$ cat config.mk
export PLATFORM = sky130hd
export DESIGN_NAME = data_bus_if
export DESIGN_NICKNAME = d
export VERILOG_FILES = /design/src/rtl/data_bus_if_pkg.sv /design/src/rtl/data_bus_if.sv
export SDC_FILE = /design/constraint.sdc
export NUM_CORES = 1
export LEC_CHECK = 0
export BUFFER_PORTS_ARGS = -buffer_cell sky130_fd_sc_hd__buf_2
export CAP_MARGIN = 20
export CELL_PAD_IN_SITES_DETAIL_PLACEMENT = 0
export CELL_PAD_IN_SITES_GLOBAL_PLACEMENT = 1
export CORE_MARGIN = 2
export CORE_UTILIZATION = 35
export CTS_BUF_LIST = sky130_fd_sc_hd__clkbuf_2
export DETAILED_ROUTE_END_ITERATION = 10
export GPL_ROUTABILITY_DRIVEN = 0
export HOLD_SLACK_MARGIN = 0.06
export PLACE_DENSITY = 0.82
export RECOVER_POWER = 100
export SLEW_MARGIN = 25
export SYNTH_ARGS = -nofsm -noshare
export SYNTH_HDL_FRONTEND = slang
export SYNTH_SLANG_ARGS = --single-unit
$ cat constraint.sdc
create_clock -name clk -period 2.5 [get_ports clk]
set_clock_uncertainty 0.05 [all_clocks]
set_input_delay 0.5 -clock clk [delete_from_list [all_inputs] [get_ports clk]]
set_output_delay 0.5 -clock clk [all_outputs]
set_load 0.05 [all_outputs]
$ cat src/rtl/data_bus_if_pkg.sv
// Shared types and constants for the data-side bus master.
package data_bus_if_pkg;

  localparam int unsigned REG_BUS = 32;
  localparam logic [REG_BUS-1:0] ZERO_WORD = '0;

  // Transaction state: idle, waiting for ack, or holding read data while
  // another pipeline stage keeps the pipe stalled.
  typedef enum logic [1:0] {
    BUS_IDLE       = 2'd0,
    BUS_BUSY       = 2'd1,
    BUS_WAIT_STALL = 2'd2
  } bus_state_e;

  // Request fields driven onto the bus for the whole transaction.
  typedef struct packed {
    logic               we;
    logic [3:0]         sel;
    logic [REG_BUS-1:0] addr;
    logic [REG_BUS-1:0] data;
  } bus_req_t;

  localparam bus_req_t REQ_NONE = '0;

endpackage

$ cat src/rtl/data_bus_if.sv
// Data-side bus master: single-outstanding strobe/ack transaction for the
// MEM stage, with pipeline stall request, flush abort and ack timeout.
module data_bus_if
  import data_bus_if_pkg::*;
#(
  parameter int unsigned TIMEOUT = 255
) (
  input  logic               clk,
  input  logic               rst,
  input  logic               cpu_ce_i,
  input  logic               cpu_we_i,
  input  logic [3:0]         cpu_sel_i,
  input  logic [REG_BUS-1:0] cpu_addr_i,
  input  logic [REG_BUS-1:0] cpu_data_i,
  input  logic [5:0]         stall_i,
  input  logic               flush_i,
  output logic [REG_BUS-1:0] cpu_data_o,
  output logic               stallreq_o,
  output logic               bus_err_o,
  output logic               bus_cyc_o,
  output logic               bus_stb_o,
  output logic               bus_we_o,
  output logic [3:0]         bus_sel_o,
  output logic [REG_BUS-1:0] bus_addr_o,
  output logic [REG_BUS-1:0] bus_data_o,
  input  logic               bus_ack_i,
  input  logic [REG_BUS-1:0] bus_data_i
);

  // The wait counter is 8 bits wide; the limit is compared at that width.
  localparam logic [7:0] TIMEOUT_CNT = 8'(TIMEOUT);

  bus_state_e         state_q, state_d;
  logic               cyc_q, cyc_d;
  logic               stb_q, stb_d;
  bus_req_t           req_q, req_d;
  logic [REG_BUS-1:0] rd_buf_q, rd_buf_d;
  logic [7:0]         cnt_q, cnt_d;
  logic               err_q, err_d;

  // Next-state, register updates and combinational stall/data outputs.
  always_comb begin
    // NOTE: every signal written here gets a default first, so no path can
    // leave one unassigned and infer a latch.
    state_d    = state_q;
    cyc_d      = cyc_q;
    stb_d      = stb_q;
    req_d      = req_q;
    rd_buf_d   = rd_buf_q;
    cnt_d      = cnt_q;
    err_d      = 1'b0;
    stallreq_o = 1'b0;
    cpu_data_o = ZERO_WORD;

    case (state_q)
      BUS_IDLE: begin
        // Stall from the very cycle the request appears: the result cannot
        // arrive before the bus has been strobed.
        stallreq_o = cpu_ce_i & ~flush_i;
        if (cpu_ce_i && !flush_i) begin
          state_d = BUS_BUSY;
          cyc_d   = 1'b1;
          stb_d   = 1'b1;
          req_d   = '{we: cpu_we_i, sel: cpu_sel_i, addr: cpu_addr_i, data: cpu_data_i};
          cnt_d   = '0;
        end
      end

      BUS_BUSY: begin
        if (flush_i) begin
          // Flush wins over a same-cycle ack; the read data is discarded.
          state_d = BUS_IDLE;
          cyc_d   = 1'b0;
          stb_d   = 1'b0;
          req_d   = REQ_NONE;
        end else if (bus_ack_i) begin
          cyc_d      = 1'b0;
          stb_d      = 1'b0;
          req_d      = REQ_NONE;
          rd_buf_d   = req_q.we ? ZERO_WORD : bus_data_i;
          cpu_data_o = req_q.we ? ZERO_WORD : bus_data_i;
          // Keep the data available if another stage is still stalling.
          state_d    = (stall_i != '0) ? BUS_WAIT_STALL : BUS_IDLE;
        end else if (cnt_q == TIMEOUT_CNT) begin
          state_d = BUS_IDLE;
          cyc_d   = 1'b0;
          stb_d   = 1'b0;
          req_d   = REQ_NONE;
          err_d   = 1'b1;
        end else begin
          cnt_d      = cnt_q + 8'd1;
          stallreq_o = 1'b1;
        end
      end

      BUS_WAIT_STALL: begin
        // No new request here: the stage that stalls us has not advanced.
        cpu_data_o = rd_buf_q;
        if (stall_i == '0 || flush_i) begin
          state_d = BUS_IDLE;
        end
      end

      default: begin
        state_d = BUS_IDLE;
      end
    endcase
  end

  // State and bus registers; reset drops cyc/stb without waiting for a clock.
  always_ff @(posedge clk or negedge rst) begin
    if (!rst) begin
      state_q  <= BUS_IDLE;
      cyc_q    <= 1'b0;
      stb_q    <= 1'b0;
      req_q    <= REQ_NONE;
      rd_buf_q <= ZERO_WORD;
      cnt_q    <= '0;
      err_q    <= 1'b0;
    end else begin
      // NOTE: non-blocking assignments so every register samples the values
      // from before the edge, independent of statement order.
      state_q  <= state_d;
      cyc_q    <= cyc_d;
      stb_q    <= stb_d;
      req_q    <= req_d;
      rd_buf_q <= rd_buf_d;
      cnt_q    <= cnt_d;
      err_q    <= err_d;
    end
  end

  assign bus_cyc_o  = cyc_q;
  assign bus_stb_o  = stb_q;
  assign bus_we_o   = req_q.we;
  assign bus_sel_o  = req_q.sel;
  assign bus_addr_o = req_q.addr;
  assign bus_data_o = req_q.data;
  assign bus_err_o  = err_q;

endmodule

* After elaboration in Yosys (flattened, before gate mapping)
Cells that the tools add are included.
** Cells by class
- Add/sub/neg operators :: 1
- Equal/unequal tests :: 9
- Muxes and demuxes :: 34
- Bitwise operators :: 2
- Reduce and logical (&&, ||, !) cells :: 11
** Operators by type and width (number)
- two-way mux 69 bit :: 4
- case mux 69 bit (2 select lines) :: 1
- two-way mux 32 bit :: 3
- case mux 32 bit (2 select lines) :: 1
- two-way mux 8 bit :: 4
- case mux 8 bit (2 select lines) :: 1
- two-way mux 2 bit :: 6
- two-way mux 1 bit :: 11
- inequality test 2 bit, second input constant :: 5
- AND reduction 3 bit :: 3
- adder 8 x 1 -> 8 bit, second input constant :: 1
- == test 8 bit, second input constant :: 1
- logical NOT 6 bit :: 1
- case mux 2 bit (3 select lines) :: 1
- nonzero test 6 bit :: 1
- AND reduction 5 bit :: 1
- inequality test 4 bit, second input constant :: 1
- case mux 1 bit (2 select lines) :: 2
- == test 2 x 1 -> 1 bit, second input constant :: 1
- == test 2 bit, second input constant :: 1
- logical NOT 2 bit :: 1
- nonzero test 2 bit :: 1
- AND 1 bit :: 1
- logical AND 1 bit :: 1
- other kinds (3) :: 3
** Word-level totals
- Register bits after elaboration :: 113
- Bits of input ports :: 112

* Longest topological paths before layout
Gate-level depths: netlist (run 1).
- Depth after elaboration :: 5
- Depth in mapped cells :: 9

* Least setup slack after synthesis (run 1)
OpenSTA, ideal clock, no wires.
- Kind :: register to output
- Start point :: reg state_q[1]
- End point :: out stallreq_o
- Arrival time :: 2309 ps
- Slack :: -359 ps
- Cell stages (with the launch flop) :: 8
- Cell sequence :: dfrtp_1 inv_1 ha_1 buf_2 inv_1 clkbuf_1 clkbuf_1 o21ai_0
** Between the ends
- Cells in the longest elaborated chain, start to end :: 2
- Elaborated cells on any way between the ends :: 3
** Ends and longest elaborated chain
- start, declared :: RTL line data_bus_if.sv:33 : bus_state_e state_q, state_d;
- start signal, assigned :: RTL line data_bus_if.sv:123 : state_q <= state_d;
- == test 2 x 1 -> 1 bit or logical NOT 2 bit (tied branches) :: RTL line data_bus_if.sv:55 : case (state_q)
- case mux 1 bit (2 select lines) (*) :: RTL line data_bus_if.sv:55
- end, declared :: RTL line data_bus_if.sv:18 : output logic stallreq_o,
Mark *: on every way between the ends. The rest lies on a longest branch, timed or not.

* Final worst setup path (run 1)
- Start point :: reg state_q[1]
- End point :: out cpu_data_o[1]
** Between the ends
- Cells in the longest elaborated chain, start to end :: 2
- Elaborated cells on any way between the ends :: 3
** Ends and longest elaborated chain
- == test 2 bit or == test 2 x 1 -> 1 bit (tied branches) :: RTL line data_bus_if.sv:55
- case mux 32 bit (2 select lines) (*) :: RTL line data_bus_if.sv:55
- end, declared :: RTL line data_bus_if.sv:17 : output logic [REG_BUS-1:0] cpu_data_o,
Marked as above.

==> flow_summary.yaml, run 1 <==
timing:
  relSlewSlack: 0.2488
  period_share: 1.145
  setup_viol: 33
  worstMarginPinSlew_ns: 1.127
  finalHoldViolations: 0
  fin_tns_setup_ns: -10.13
  rsz0062_at_grt: "true"
  timing.hold.ws_ns: 0.2589
  final.setup.worst_slack_ns: -0.3626
  slew_viol_final: 0
  max_freq_mhz: 349.3
  period_minus_slack_ns: 2.863
synth:
  ys_seq_area_frac: 0.5358
  synth_adder_area_share: 0.009483
  synth_seq_cells: 113
  synth-compound-area-share: 0.2096
  synth.most_common_cell: "dfrtp_1"
  yosys.area.top_type_share: 0.5358
  ys.flop_type: "dfrtp_1"
  synth_area_um2: 5278
  ys_top_cells_by_area: "dfrtp_1 54%, nand3_1 7.0%, o21ai_0 6.1%"
  ys_types: 48
  syn_avg_cell_area_um2: 9.902
  synth_mux_area_frac: 0.004030
  synth_xor_area_frac: 0
  yosysTopAreaCell: "dfrtp_1"
  synthCells: 533
  synthArstFlopShare: 1.000
  synth_warnings: 0
  synth_top_family_by_area: "compound AO/OA/AOI/OAI gates"
  syn-num-nets: 649
  synthSimpleGateAreaFrac: 0.1472
  synth_edf_count: 0
  yosys-top-cells-count: "113 x dfrtp_1, 75 x inv_1, 74 x nand3_1"
floorplan:
  die-area_um2: 16080
  core_region_area_um2: 14640
  pin_count: 217
  dieHeight_um: 126.8
  die_w_um: 126.8
  row_count: 44
  initial_utilization: 0.3604
job:
  cap_violations: 0
routing:
  drc_errors: 0
  vias: 5325
  wl_per_cell_um: 16.03
  drt-initial-drc-count: 321
  drt-vias-per-instance: 5.081
  routed_wl_um: 16800
  drt_pass1_iterations: 5
  drtAntennaViolNets: 0
cells_and_area:
  fillers: 1205
  nets: 967
  final_util: 0.5694
  fin_area_um2: 8338
  drive_gt1_frac: 0.3859
  area_growth_pct: 57.99
outcome:
  status: "complete, but fails checks"
  violations: "negative setup slack"
power:
  p_leak_uw: 0.003949
  p_per_area_nw_per_um2: 1226
  vdd_ir_drop_max_mv: 0.5502
  p_total_uw: 10220
global_route:
  grt_pass1_wl_um: 27010
  grt_max_degree: 75
  grt_pass1_vias: 5491
  grt_use_total: 0.2083
  antenna_found_initial: 1
  grt_overflow: 0
clocking:
  cts.reportedPaths.clkPinSlew_ns: 0.17
  clkSinkCount: 113
  htree_levels: 4
  cts_tree: "yes"
  clock_latency_ns: 0.64
  root_buffer: "clkbuf_2"
  clk_path_buf_depth: 2
  cts-buffers-inserted: 17
worst_setup_path:
  critPathRequiredTime_ns: 1.95
  startpoint_type: "flip-flop"
  r2r_setup_slack_ns: 0.16
  end_kind: "output pin"
  criticalPathCategory: "reg -> out"
  cp_max_fo: 8
  arrival_ns: 2.31
placement:
  placed_area_um2: 6651
  hpwl_um: 9624
  portBuffers: 216
min_path:
  hold_class: "in -> reg"
==> sequential cells by signal, indices dropped and copies added, names as in the netlist, 2 cells and up <==
signal	cells
bus_addr_o	32
bus_data_o	32
bus_sel_o	4
cnt_q	8
rd_buf_q	32
state_q	2
==> area by class of cell <==
type,instances,area [um2],share of cell area
timing repair buffer,342,2666,0.3198
antenna,1,2.502,0.0003001
clock buffer,18,90.09,0.01080
inverter,75,281.5,0.03376
tap,184,230.2,0.02761
multi-input combinational,302,2118,0.2541
sequential,113,2828,0.3391
clock inverter,13,121.4,0.01456
==> power breakdown <==
| part | total (uW) | internal (uW) | switching [uW] |
|---|---|---|---|
| logic | 6040 | 1940 | 4090 |
| clock network | 1130 | 436 | 697 |
| registers | 3050 | 2590 | 461 |
==> stage by stage <==
stage,worst slack [ns],instances
after floorplan,0.001859,533
after global placement,0.1949,903
after detailed placement,0.1891,903
after CTS,-0.4426,1044
after global routing,-0.5085,1047
final,-0.3626,1048
==> repair_timing <==
action / CTS / global route
hold endpoints to repair: 143 / 0
endpoints found under the setup margin: 33 / 33
setup buffers: 5 / 2
hold buffers: 102 / 0
cloned: 3 / 2
pin swaps: 4 / 3
resized for setup: 80 / 10
==> final timing paths <==
| kind | startpoint | end | cells past startpoint |
|---|---|---|---|
| hold / removal | bus_ack_i | cnt_q[7]$_DFFE_PN0P_ | 5 |
| setup reg to reg | state_q[1]$_DFFE_PN0P_ | bus_data_o[19]$_DFFE_PN0P_ | 9 |
| max in group asynchronous | rst | bus_addr_o[15]$_DFFE_PN0P_ | 3 |
| min in group asynchronous | rst | rd_buf_q[4]$_DFFE_PN0P_ | 2 |
| setup / recovery | state_q[1]$_DFFE_PN0P_ | cpu_data_o[1] | 9 |
| hold reg to reg | rd_buf_q[1]$_DFFE_PN0P_ | rd_buf_q[1]$_DFFE_PN0P_ | 1 |
==> critical path: stages (launching register included) <==
cell and delay, ns:
dfrtp_1 0.43, inv_2 0.08, ha_4 0.13, nand3b_1 0.14, nor2_4 0.19, buf_12 0.14, buf_16 0.13, a22oi_1 0.09
nor2b_2 0.15, buf_6 0.17
==> cell usage in the layout (no fill, tap or decap), drive strengths merged, types with 5 or more instances in the layout <==
cell | netlist | layout
a22o | 32 | 32
dlygate4sd3 | 0 | 102
o21ai | 75 | 75
buf | 23 | 234
nand4 | 5 | 5
nor2 | 5 | 5
clkinv | 0 | 7
nor2b | 32 | 32
clkbuf | 20 | 23
nand2 | 7 | 7
inv | 75 | 75
dfrtp | 113 | 113
nand3 | 74 | 74
a22oi | 32 | 32
==> cells by family after synthesis <==
family / Yosys count
adders and majority gates: 4
muxes: 2
buffers and inverters: 118
and+or+nand+nor: 139
AOI/OAI and AO/OA: 157
DFF: 113
==> per-layer routing <==
layer,vias up,track usage,share of wire
li1,2489,-,-
met1,2585,0.2545,0.43
met2,230,0.3437,0.48
met3,21,0.07128,0.073
met4,0,0.07563,0.018
met5,-,0,0
No activity file was read; power rests on OpenSTA's default activity.
==> run 2: changes to the inputs <==
--- a/config.mk
+++ b/config.mk
@@ -5,6 +5,7 @@
 export SDC_FILE = /design/constraint.sdc
 export NUM_CORES = 1
 export LEC_CHECK = 0
+export ABC_AREA = 1
 export BUFFER_PORTS_ARGS = -buffer_cell sky130_fd_sc_hd__buf_2
 export CAP_MARGIN = 20
 export CELL_PAD_IN_SITES_DETAIL_PLACEMENT = 0
@@ -15,7 +16,7 @@
 export DETAILED_ROUTE_END_ITERATION = 10
 export GPL_ROUTABILITY_DRIVEN = 0
 export HOLD_SLACK_MARGIN = 0.06
-export PLACE_DENSITY = 0.82
+export PLACE_DENSITY = 0.85
 export RECOVER_POWER = 100
 export SLEW_MARGIN = 25
 export SYNTH_ARGS = -nofsm -noshare
==> run 2 against run 1 <==
The flow finishes with violations (max-capacitance violations, max-slew violations, negative setup slack); core utilization decreased by 0.61 points; sequential power increased by 2%; register-to-register slack got worse by 0.18 ns; count of clock-buffer cells in the layout unchanged; flip-flop and latch count unchanged; synthesized cell count increased by 18%; critical path depth unchanged; fmax increased by 4.6%; hold slack improved by 0.0055 ns; clock power increased by 9%; cell area decreased by 1.8%; combinational power decreased by 7.0%; critical path type unchanged; largest power group unchanged.
==> flow_summary.yaml, run 2 <==
power:
  vdd_ir_drop_max_mv: 0.9241
  p_per_area_nw_per_um2: 1217
  p_leak_uw: 0.004110
timing:
  finalHoldViolations: 0
  max_freq_mhz: 365.4
  rsz0062_at_grt: "true"
  setup_viol: 34
  period_share: 1.095
  final.setup.worst_slack_ns: -0.2367
  slew_viol_final: 36
  period_minus_slack_ns: 2.737
  worstMarginPinSlew_ns: 1.852
  relSlewSlack: -0.2347
clocking:
  cts.reportedPaths.clkPinSlew_ns: 0.14
  root_buffer: "clkbuf_2"
  cts_tree: "yes"
  clkSinkCount: 113
  clock_latency_ns: 0.66
  clk_path_buf_depth: 2
  htree_levels: 4
  cts-buffers-inserted: 17
floorplan:
  dieHeight_um: 126.2
  die_w_um: 126.2
  pin_count: 217
  row_count: 44
  die-area_um2: 15920
  core_region_area_um2: 14530
  initial_utilization: 0.3593
synth:
  ys_top_cells_by_area: "dfrtp_1 54%, nand2_1 21%, nand4_1 8.5%"
  synth.most_common_cell: "nand2_1"
  yosys-top-cells-count: "289 x nand2_1, 113 x dfrtp_1, 71 x nand4_1"
  synth_warnings: 0
  ys.flop_type: "dfrtp_1"
  syn-num-nets: 744
  ys_seq_area_frac: 0.5414
  synthArstFlopShare: 1.000
  yosysTopAreaCell: "dfrtp_1"
  yosys.area.top_type_share: 0.5414
  ys_types: 22
  synth_area_um2: 5223
  synth_seq_cells: 113
  synth_edf_count: 0
  syn_avg_cell_area_um2: 8.316
  synthCells: 628
worst_setup_path:
  critPathRequiredTime_ns: 1.95
  cpMaxStageDelayCell: "dfrtp_1"
  startpoint_type: "flip-flop"
  cpPeakStageDelay_ns: 0.41
  path_cells: "inv_2 > ha_4 > nand3_4 > nor2_4 > buf_12 > buf_16 > nand2_2 > a21oi_2 > buf_6"
  cp_max_fo: 8
  criticalPathCategory: "reg -> out"
  arrival_ns: 2.19
  end_kind: "output pin"
  cp_num_buf_inv: 4
  cp_top_family: "buffers and inverters"
global_route:
  grt_overflow: 0
  grt_use_met3: 0.07434
  grt_max_degree: 71
  met1_usage: 0.2777
  top_usage_layer: "met2"
  antenna_found_initial: 0
  gr-usage-met2: 0.3318
  grt_pass1_wl_um: 27270
  grt_pass1_vias: 5358
  grt_use_total: 0.2121
placement:
  dp.cells: 997
  hpwl_um: 9834
  portBuffers: 216
  placed_area_um2: 6588
cells_and_area:
  final_util: 0.5633
  diodes: 0
  drive_gt1_frac: 0.2782
  area_growth_pct: 56.76
  fin_area_um2: 8187
  stdcell_count: 1140
  final_common_cell: "nand2_1"
  nets: 1059
  final_cell_mix: "273 x nand2_1, 113 x dfrtp_1, 111 x buf_2, 104 x dlygate4sd3_1, 72 x clkbuf_1"
min_path:
  hold_class: "in -> reg"
routing:
  drtAntennaViolNets: 0
  drt-vias-per-instance: 4.786
  drc_errors: 0
  routed_wl_um: 16590
  vias: 5456
  drt_pass1_iterations: 5
  wl_per_cell_um: 14.55
  drt-initial-drc-count: 302
outcome:
  violations: "max-capacitance violations, max-slew violations, negative setup slack"
  status: "complete, but fails checks"
job:
  cap_violations: 1
run 2: worst register-to-register path, stage by stage, from the launching register on:
cell,delay (ns)
dfrtp_1,0.41
inv_2,0.08
buf_4,0.10
ha_1,0.21
clkbuf_2,1.10
nand4_1,0.37
nand2_1,0.17
run 2: where the power goes:
part	internal, uW	switching [uW]	leakage [uW]	total, uW
logic	1300	4320	0.00248	5620
clock network	540	690	0.000146	1230
registers	2630	488	0.00149	3120
run 2: metal layers:
layer | vias to the layer above | routed length, um
li1 | 2685 | -
met4 | 0 | 244
met3 | 20 | 1285
met2 | 238 | 7836
met1 | 2513 | 7222
met5 | - | 0
run 2: area by class of cell:
class                   instances  area (um2)
repair buffers                342        2530
clock inverters                14       146.4
multi-input cells             453        2302
inverters                      16       60.06
clock buffers                  18       90.09
well taps                     184       230.2
flip-flops and latches        113        2828
fillers                      1279        6347
run 2: through the flow:
stage	total power [uW]	TNS (ns)	hold slack (ns)	setup slack, ns
CTS	10130	-9.522	0.1534	-0.3399
floorplan	7264	0	0.1544	0.04731
finish	9967	-5.988	0.2644	-0.2367
global route	10640	-25.61	0.2070	-0.4668
global placement	8499	0	0.3979	0.3186
detailed placement	8533	0	0.4033	0.3253
run 2: logic make-up after synthesis:
logic type,after synthesis,synth area share
AND/OR/NAND/NOR,406,0.3452
buffers and inverters,62,0.06205
flip-flops,113,0.5414
AO/OA/AOI/OAI,43,0.04168
adder cells (fa/ha/maj),4,0.009584
run 2: final timing paths:
path / slack, ns / cells past startpoint / start / end
max in group asynchronous: 0.10 / 3 / rst / bus_data_o[20]$_DFFE_PN0P_
max reg2reg: -0.02 / 6 / state_q[1]$_DFFE_PN0P_ / bus_addr_o[29]$_DFFE_PN0P_
min in group asynchronous: 0.81 / 2 / rst / bus_addr_o[16]$_DFFE_PN0P_
min reg2reg: 0.44 / 2 / bus_addr_o[18]$_DFFE_PN0P_ / bus_addr_o[18]$_DFFE_PN0P_
min: 0.26 / 5 / flush_i / state_q[0]$_DFFE_PN0P_
max: -0.24 / 9 / state_q[1]$_DFFE_PN0P_ / cpu_data_o[3]
run 2: timing repair:
| action | CTS | global route |
|---|---|---|
| pin swaps | 7 | 8 |
| setup buffers | 4 | 1 |
| setup endpoints to repair | 33 | 33 |
| hold endpoints to repair | 171 | 0 |
| hold buffers | 104 | 0 |
| resized for setup | 86 | 18 |
| cloned | 2 | 0 |
